[config.mk]
export PLATFORM = sky130hd
export DESIGN_NAME = dc_stream_scoreboard
export DESIGN_NICKNAME = d
export VERILOG_FILES = /design/src/rtl/dc_stream_scoreboard.sv
export SDC_FILE = /design/constraint.sdc
export NUM_CORES = 1
export LEC_CHECK = 0
export CELL_PAD_IN_SITES_DETAIL_PLACEMENT = 0
export CELL_PAD_IN_SITES_GLOBAL_PLACEMENT = 1
export CORE_MARGIN = 3
export CORE_UTILIZATION = 50
export CTS_CLUSTER_DIAMETER = 50
export CTS_CLUSTER_SIZE = 28
export DETAILED_ROUTE_END_ITERATION = 8
export HOLD_SLACK_MARGIN = 0.08
export MAX_ROUTING_LAYER = met4
export PLACE_DENSITY = 0.89
export SYNTH_ARGS = -nofsm -noshare
export SYNTH_HDL_FRONTEND = slang
export SYNTH_SLANG_ARGS = --single-unit
[constraint.sdc]
create_clock -name clock -period 5 [get_ports clock]
set_clock_uncertainty 0.05 [all_clocks]
set_input_delay 0.5 -clock clock [delete_from_list [all_inputs] [get_ports clock]]
set_output_delay 0.5 -clock clock [all_outputs]
set_load 0.01 [all_outputs]
[src/rtl/dc_stream_scoreboard.sv]
// dc_stream_scoreboard: in-order shadow-FIFO scoreboard and valid/ready protocol checker for one pipeline stage
module dc_stream_scoreboard #(
    parameter int WIDTH    = 16,
    parameter int DEPTH    = 8,
    parameter int TIMEOUT  = 64,
    parameter bit CHECK_IN = 1'b1,
    parameter int CNT_W    = 16
) (
    input  logic                       clock,
    input  logic                       reset,
    input  logic                       in_valid,
    input  logic                       in_ready,
    input  logic [WIDTH-1:0]           in_data,
    input  logic                       out_valid,
    input  logic                       out_ready,
    input  logic [WIDTH-1:0]           out_data,
    input  logic                       err_clear,
    output logic                       seq_error,
    output logic                       protocol_error,
    output logic                       overflow_error,
    output logic                       timeout_error,
    output logic                       any_error,
    output logic [$clog2(DEPTH+1)-1:0] in_flight,
    output logic [CNT_W-1:0]           xfer_count
);
    localparam int IW = $clog2(DEPTH + 1);
    localparam int PW = $clog2(DEPTH);
    localparam int TW = TIMEOUT > 0 ? $clog2(TIMEOUT + 1) : 1;
    localparam logic [IW-1:0] FULL = IW'(DEPTH);
    localparam logic [TW-1:0] TMAX = TW'(TIMEOUT);

    logic [WIDTH-1:0] mem_q [DEPTH];
    logic [WIDTH-1:0] mem_d [DEPTH];
    logic [PW-1:0]    wr_q, wr_d, rd_q, rd_d;
    logic [IW-1:0]    cnt_q, cnt_d;
    logic [TW-1:0]    tmo_q, tmo_d;
    logic [CNT_W-1:0] xfer_q, xfer_d;
    logic             seq_q, seq_d, prot_q, prot_d, ovf_q, ovf_d, tmo_err_q, tmo_err_d;
    logic             out_stall_q, out_stall_d, in_stall_q, in_stall_d;
    logic [WIDTH-1:0] out_hold_q, out_hold_d, in_hold_q, in_hold_d;
    logic             push, pop, empty, full, bypass, st_push, st_pop;
    logic             seq_ev, ovf_ev, prot_ev, tmo_ev;

    // Classify this cycle's handshakes against the shadow FIFO and detect error events
    always_comb begin
        push    = in_valid & in_ready;
        pop     = out_valid & out_ready;
        empty   = cnt_q == '0;
        full    = cnt_q == FULL;
        bypass  = pop & push & empty;
        st_pop  = pop & ~empty;
        st_push = push & ~bypass & (~full | pop);
        seq_ev  = pop & (st_pop ? out_data != mem_q[rd_q] : (~push | out_data != in_data));
        ovf_ev  = push & full & ~pop;
        prot_ev = (out_stall_q & (~out_valid | out_data != out_hold_q))
                | (in_stall_q & (~in_valid | in_data != in_hold_q));
        tmo_d   = (TIMEOUT == 0 || pop || empty) ? '0 : (tmo_q == TMAX ? tmo_q : tmo_q + 1'b1);
        tmo_ev  = TIMEOUT != 0 && tmo_q != TMAX && tmo_d == TMAX;
    end

    // Next-state for pointers, occupancy, counters, stall history and sticky flags
    always_comb begin
        wr_d        = wr_q + PW'(st_push);
        rd_d        = rd_q + PW'(st_pop);
        cnt_d       = cnt_q + IW'(st_push) - IW'(st_pop);
        xfer_d      = (pop && xfer_q != '1) ? xfer_q + 1'b1 : xfer_q;
        out_stall_d = out_valid & ~out_ready;
        out_hold_d  = out_data;
        in_stall_d  = CHECK_IN & in_valid & ~in_ready;
        in_hold_d   = in_data;
        seq_d       = seq_ev | (seq_q & ~err_clear);
        prot_d      = prot_ev | (prot_q & ~err_clear);
        ovf_d       = ovf_ev | (ovf_q & ~err_clear);
        tmo_err_d   = tmo_ev | (tmo_err_q & ~err_clear);
    end

    // Tail write of accepted tokens into the shadow FIFO
    always_comb begin
        mem_d = mem_q;
        if (st_push) mem_d[wr_q] = in_data;
    end

    // Shadow FIFO storage; contents are only meaningful below the occupancy count, so no reset
    always_ff @(posedge clock) begin
        mem_q <= mem_d;
    end

    // Control state with synchronous active-low reset that discards everything in flight
    always_ff @(posedge clock) begin
        if (!reset) begin
            wr_q        <= '0;
            rd_q        <= '0;
            cnt_q       <= '0;
            tmo_q       <= '0;
            xfer_q      <= '0;
            out_stall_q <= 1'b0;
            out_hold_q  <= '0;
            in_stall_q  <= 1'b0;
            in_hold_q   <= '0;
            seq_q       <= 1'b0;
            prot_q      <= 1'b0;
            ovf_q       <= 1'b0;
            tmo_err_q   <= 1'b0;
        end else begin
            wr_q        <= wr_d;
            rd_q        <= rd_d;
            cnt_q       <= cnt_d;
            tmo_q       <= tmo_d;
            xfer_q      <= xfer_d;
            out_stall_q <= out_stall_d;
            out_hold_q  <= out_hold_d;
            in_stall_q  <= in_stall_d;
            in_hold_q   <= in_hold_d;
            seq_q       <= seq_d;
            prot_q      <= prot_d;
            ovf_q       <= ovf_d;
            tmo_err_q   <= tmo_err_d;
        end
    end

    assign seq_error      = seq_q;
    assign protocol_error = prot_q;
    assign overflow_error = ovf_q;
    assign timeout_error  = tmo_err_q;
    assign any_error      = seq_q | prot_q | ovf_q | tmo_err_q;
    assign in_flight      = cnt_q;
    assign xfer_count     = xfer_q;
endmodule
==> flow_metrics.py <==
metrics = {
    "status": {
        "outcome": "completed",
    },
    "setup_path": {
        "critPathRequiredTime_ns": 5.09,
        "timing_worst_setup_path_type": "input port to flip-flop",
        "endpoint_kind": "flip-flop",
        "cp_max_fo": 10,
        "timing.critical_path.arrival_ns": 3.18,
        "regToRegSetupSlack_ns": 1.95,
        "start_kind": "input port",
    },
    "detailed_routing": {
        "drt-initial-drc-count": 508,
        "post_drt_wl_per_cell_um": 20.00,
        "post-route-drc-count": 0,
        "vias": 4980,
        "routed_wl_mm": 17.78,
        "routed_via_density": 5.602,
        "antenna_left": 0,
        "number_of_iterations_in_the_first_detailed_routing_pass": 5,
    },
    "power_and_ir_drop": {
        "vdd_ir_drop_max_mv": 0.3389,
        "switching_share_pct": 26.16,
        "power_density_nw_per_um2": 380.7,
        "cell_internal_pwr_uw": 2751,
        "switching_power_uw": 974.3,
        "seqPwrFrac_pct": 50.7,
        "leakage_uw": 0.003271,
        "relative_contribution_of_combinational_cells_to_total_power_pct": 15.2,
        "share_clk_of_total_power_pct": 34.1,
    },
    "final_layout": {
        "flow.area_growth_from_synthesis_pct": 17.17,
        "layout-drive-gt1-share_pct": 9.955,
        "num-fill-cells": 1241,
        "fin_util_pct": 60.71,
        "final_nets": 713,
        "final_design_area_no_fill_um2": 9784,
        "n_antenna_cell": 0,
    },
    "clock_network": {
        "clk_root_buffer_cell": "sky130_fd_sc_hd__clkbuf_16",
        "cts_made_buffers": 17,
        "cts.sinks": 199,
        "worstSkewPairLatency_ns": 0.44,
        "cts.path.max_buffers": 2,
        "path_clk_slew_ns": 0.07,
        "cts_resized": 0,
        "post-cts-setup-buffers": 0,
        "htree_levels": 4,
        "tritoncts": "done",
        "cts.hold.buffers_added": 0,
    },
    "synth": {
        "yosysWarningCount": 0,
        "synth.cells.most_frequent": "128 x sky130_fd_sc_hd__edfxtp_1, 71 x sky130_fd_sc_hd__dfxtp_1, 48 x sky130_fd_sc_hd__xnor2_1, 41 x sky130_fd_sc_hd__nor2_1, 37 x sky130_fd_sc_hd__and2_1",
        "postSynthCellCount": 583,
        "syn_area_per_cell_um2": 14.32,
        "synthesis.nets": 636,
        "synth_seq_area_share_pct": 63.05,
        "dominantRegCellSynth": "sky130_fd_sc_hd__edfxtp_1",
        "most_common_cell_in_the_synthesized_netlist": "sky130_fd_sc_hd__edfxtp_1",
        "synth-edff-count": 128,
        "synth.top_cells.by_area": "sky130_fd_sc_hd__edfxtp_1 46%, sky130_fd_sc_hd__dfxtp_1 17%, sky130_fd_sc_hd__xnor2_1 5.0%, sky130_fd_sc_hd__mux4_2 4.6%, sky130_fd_sc_hd__xor2_1 3.8%",
        "syn-cell-area_um2": 8351,
        "yosys.area.top_type_share_pct": 46.03,
        "postSynthRegisterBits": 199,
        "ys_async_sr_fraction_pct": 0,
        "post_synth_num_cell_types": 50,
        "post-synth-top-area-cell": "sky130_fd_sc_hd__edfxtp_1",
    },
    "global_routing": {
        "grt_pass1_vias": 4962,
        "grt_start_max_net_pins": 43,
        "track_usage_pct": 21.12,
        "antenna_found_initial": 0,
        "first_pass_grt_wire_length_mm": 27.76,
        "grt.overflow.total": 0,
    },
    "floorplan": {
        "floorplan.die.height_um": 135.2,
        "initial_util_pct": 51.82,
        "chip_width_um": 135.2,
        "die_area_um2": 18290,
        "placeableCoreArea_um2": 16120,
        "row_count": 46,
        "io_pins": 64,
    },
    "sta": {
        "final_min_period_over_clock_period_pct": 61.75,
        "setup-violations-final": 0,
        "setup_tns_ns": 0,
        "fmax_ghz": 0.3239,
        "report.final.slew_viol_count": 0,
        "layout_setup_ws_ns": 1.912,
        "finalCriticalPeriod_ns": 3.088,
        "rsz0062_at_grt": "no",
        "timing.hold.ws_ns": 0.4529,
        "finalHoldViolations": 0,
        "worstMarginPinSlew_ns": 0.9740,
        "timing.max_slew.rel_slack_pct": 34.98,
    },
    "hold_path": {
        "hold_class": "flip-flop to flip-flop",
    },
    "placement": {
        "placement.io_buffers": 63,
        "place.detailed.hpwl_mm": 12.37,
        "gp_congestion": 0.8622,
        "place_area_um2": 9236,
        "place_worst_setup_slack_ns": 1.476,
    },
    "run": {
        "max_cap_viol_count": 0,
    },
}
## layer usage
metal / wire, µm / global-route usage (%) / vias up
li1: - / - / 2296
met1: 7509 / 27.49 / 2464
met2: 8556 / 32.83 / 193
met3: 1382 / 5.758 / 27
met4: 331 / 6.327 / 0
met5: 0 / - / -
## power groups by stage
stage | sequential, µW | combinational, µW | clock, µW
floorplan | 1890 | 413 | 0
global placement | 1920 | 550 | 0
detailed placement | 1930 | 568 | 0
CTS | 1890 | 573 | 1290
global route | 1900 | 625 | 1350
finish | 1890 | 568 | 1270
## cell type report
class	instances	area (µm²)	share of cell area, %
Inverter	12	45.04	0.4604
Timing Repair Buffer	76	728.2	7.442
Tap cell	216	270.3	2.762
Clock buffer	18	429.2	4.386
Sequential cell	199	5266	53.82
Clock inverter	14	118.9	1.215
Multi-Input combinational cell	354	2927	29.91
## cells by family after synthesis
group           count (synthesis)  share of synthesized area, %
xor+xnor                       84                         8.810
fa+ha+maj                      14                         2.188
buf+inv                        30                         2.023
compound gates                 31                         2.667
mux                            51                         10.22
simple gates                  174                         11.04
flops                         199                         63.05
## path summary, 6_finish.rpt
| path | start | end | depth (start not counted) |
|---|---|---|---|
| max | out_valid | mem_q[58] | 9 |
| min | protocol_error | protocol_error | 2 |
| max reg2reg | rd_q[1] | seq_error | 7 |
| min reg2reg | protocol_error | protocol_error | 2 |
## sequential cells by signal, indices dropped and copies added, names as in the netlist
signal,count
seq_error,1
wr_q,3
in_flight,4
rd_q,3
mem_q,128
out_hold_q,16
in_stall_q,1
xfer_count,16
timeout_error,1
out_stall_q,1
overflow_error,1
in_hold_q,16
tmo_q,7
protocol_error,1
## critical path: stages
cell	delay [ns]
sky130_fd_sc_hd__clkdlybuf4s50_1	0.49
sky130_fd_sc_hd__nand2_1	0.31
sky130_fd_sc_hd__mux2i_1	0.24
sky130_fd_sc_hd__nor3_1	0.06
sky130_fd_sc_hd__or2_2	0.30
sky130_fd_sc_hd__inv_1	0.11
sky130_fd_sc_hd__nand2b_1	0.14
sky130_fd_sc_hd__nor2_1	0.69
sky130_fd_sc_hd__buf_4	0.32
## cell usage in the layout, fill, tap and decap left out, types with 2 or more instances in the layout
master and count:
sky130_fd_sc_hd__o21ai_0 4, sky130_fd_sc_hd__a22o_1 3, sky130_fd_sc_hd__nand2_1 27, sky130_fd_sc_hd__nor2b_1 2, sky130_fd_sc_hd__xnor2_1 48, sky130_fd_sc_hd__a41oi_1 2, sky130_fd_sc_hd__a221oi_1 3, sky130_fd_sc_hd__a22oi_1 2
sky130_fd_sc_hd__xor2_1 36, sky130_fd_sc_hd__nor3b_1 3, sky130_fd_sc_hd__a21oi_1 6, sky130_fd_sc_hd__clkbuf_16 17, sky130_fd_sc_hd__edfxtp_1 128, sky130_fd_sc_hd__o31ai_1 2, sky130_fd_sc_hd__and2_1 37, sky130_fd_sc_hd__mux4_2 17
sky130_fd_sc_hd__mux4_1 8, sky130_fd_sc_hd__inv_8 2, sky130_fd_sc_hd__and4_1 2, sky130_fd_sc_hd__inv_1 11, sky130_fd_sc_hd__a31oi_1 2, sky130_fd_sc_hd__or3_1 4, sky130_fd_sc_hd__and3_1 5, sky130_fd_sc_hd__mux2i_1 26
sky130_fd_sc_hd__dfxtp_1 70, sky130_fd_sc_hd__nor2_1 41, sky130_fd_sc_hd__ha_1 13, sky130_fd_sc_hd__nand2b_1 8, sky130_fd_sc_hd__nor3_2 3, sky130_fd_sc_hd__nand3_1 12, sky130_fd_sc_hd__buf_4 13, sky130_fd_sc_hd__or2_2 2
sky130_fd_sc_hd__nand4_1 10, sky130_fd_sc_hd__nor3_1 5, sky130_fd_sc_hd__clkinv_4 4, sky130_fd_sc_hd__clkdlybuf4s50_1 63, sky130_fd_sc_hd__inv_6 3, sky130_fd_sc_hd__nor4_1 9, sky130_fd_sc_hd__clkinv_1 3
## metrics by stage
| step | instances | power [µW] |
|---|---|---|
| floorplan | 583 | 2304 |
| global placement | 857 | 2472 |
| detailed placement | 857 | 2496 |
| CTS | 889 | 3754 |
| global route | 889 | 3879 |
| finish | 889 | 3725 |
No activity file was read; power rests on OpenSTA's default activity.
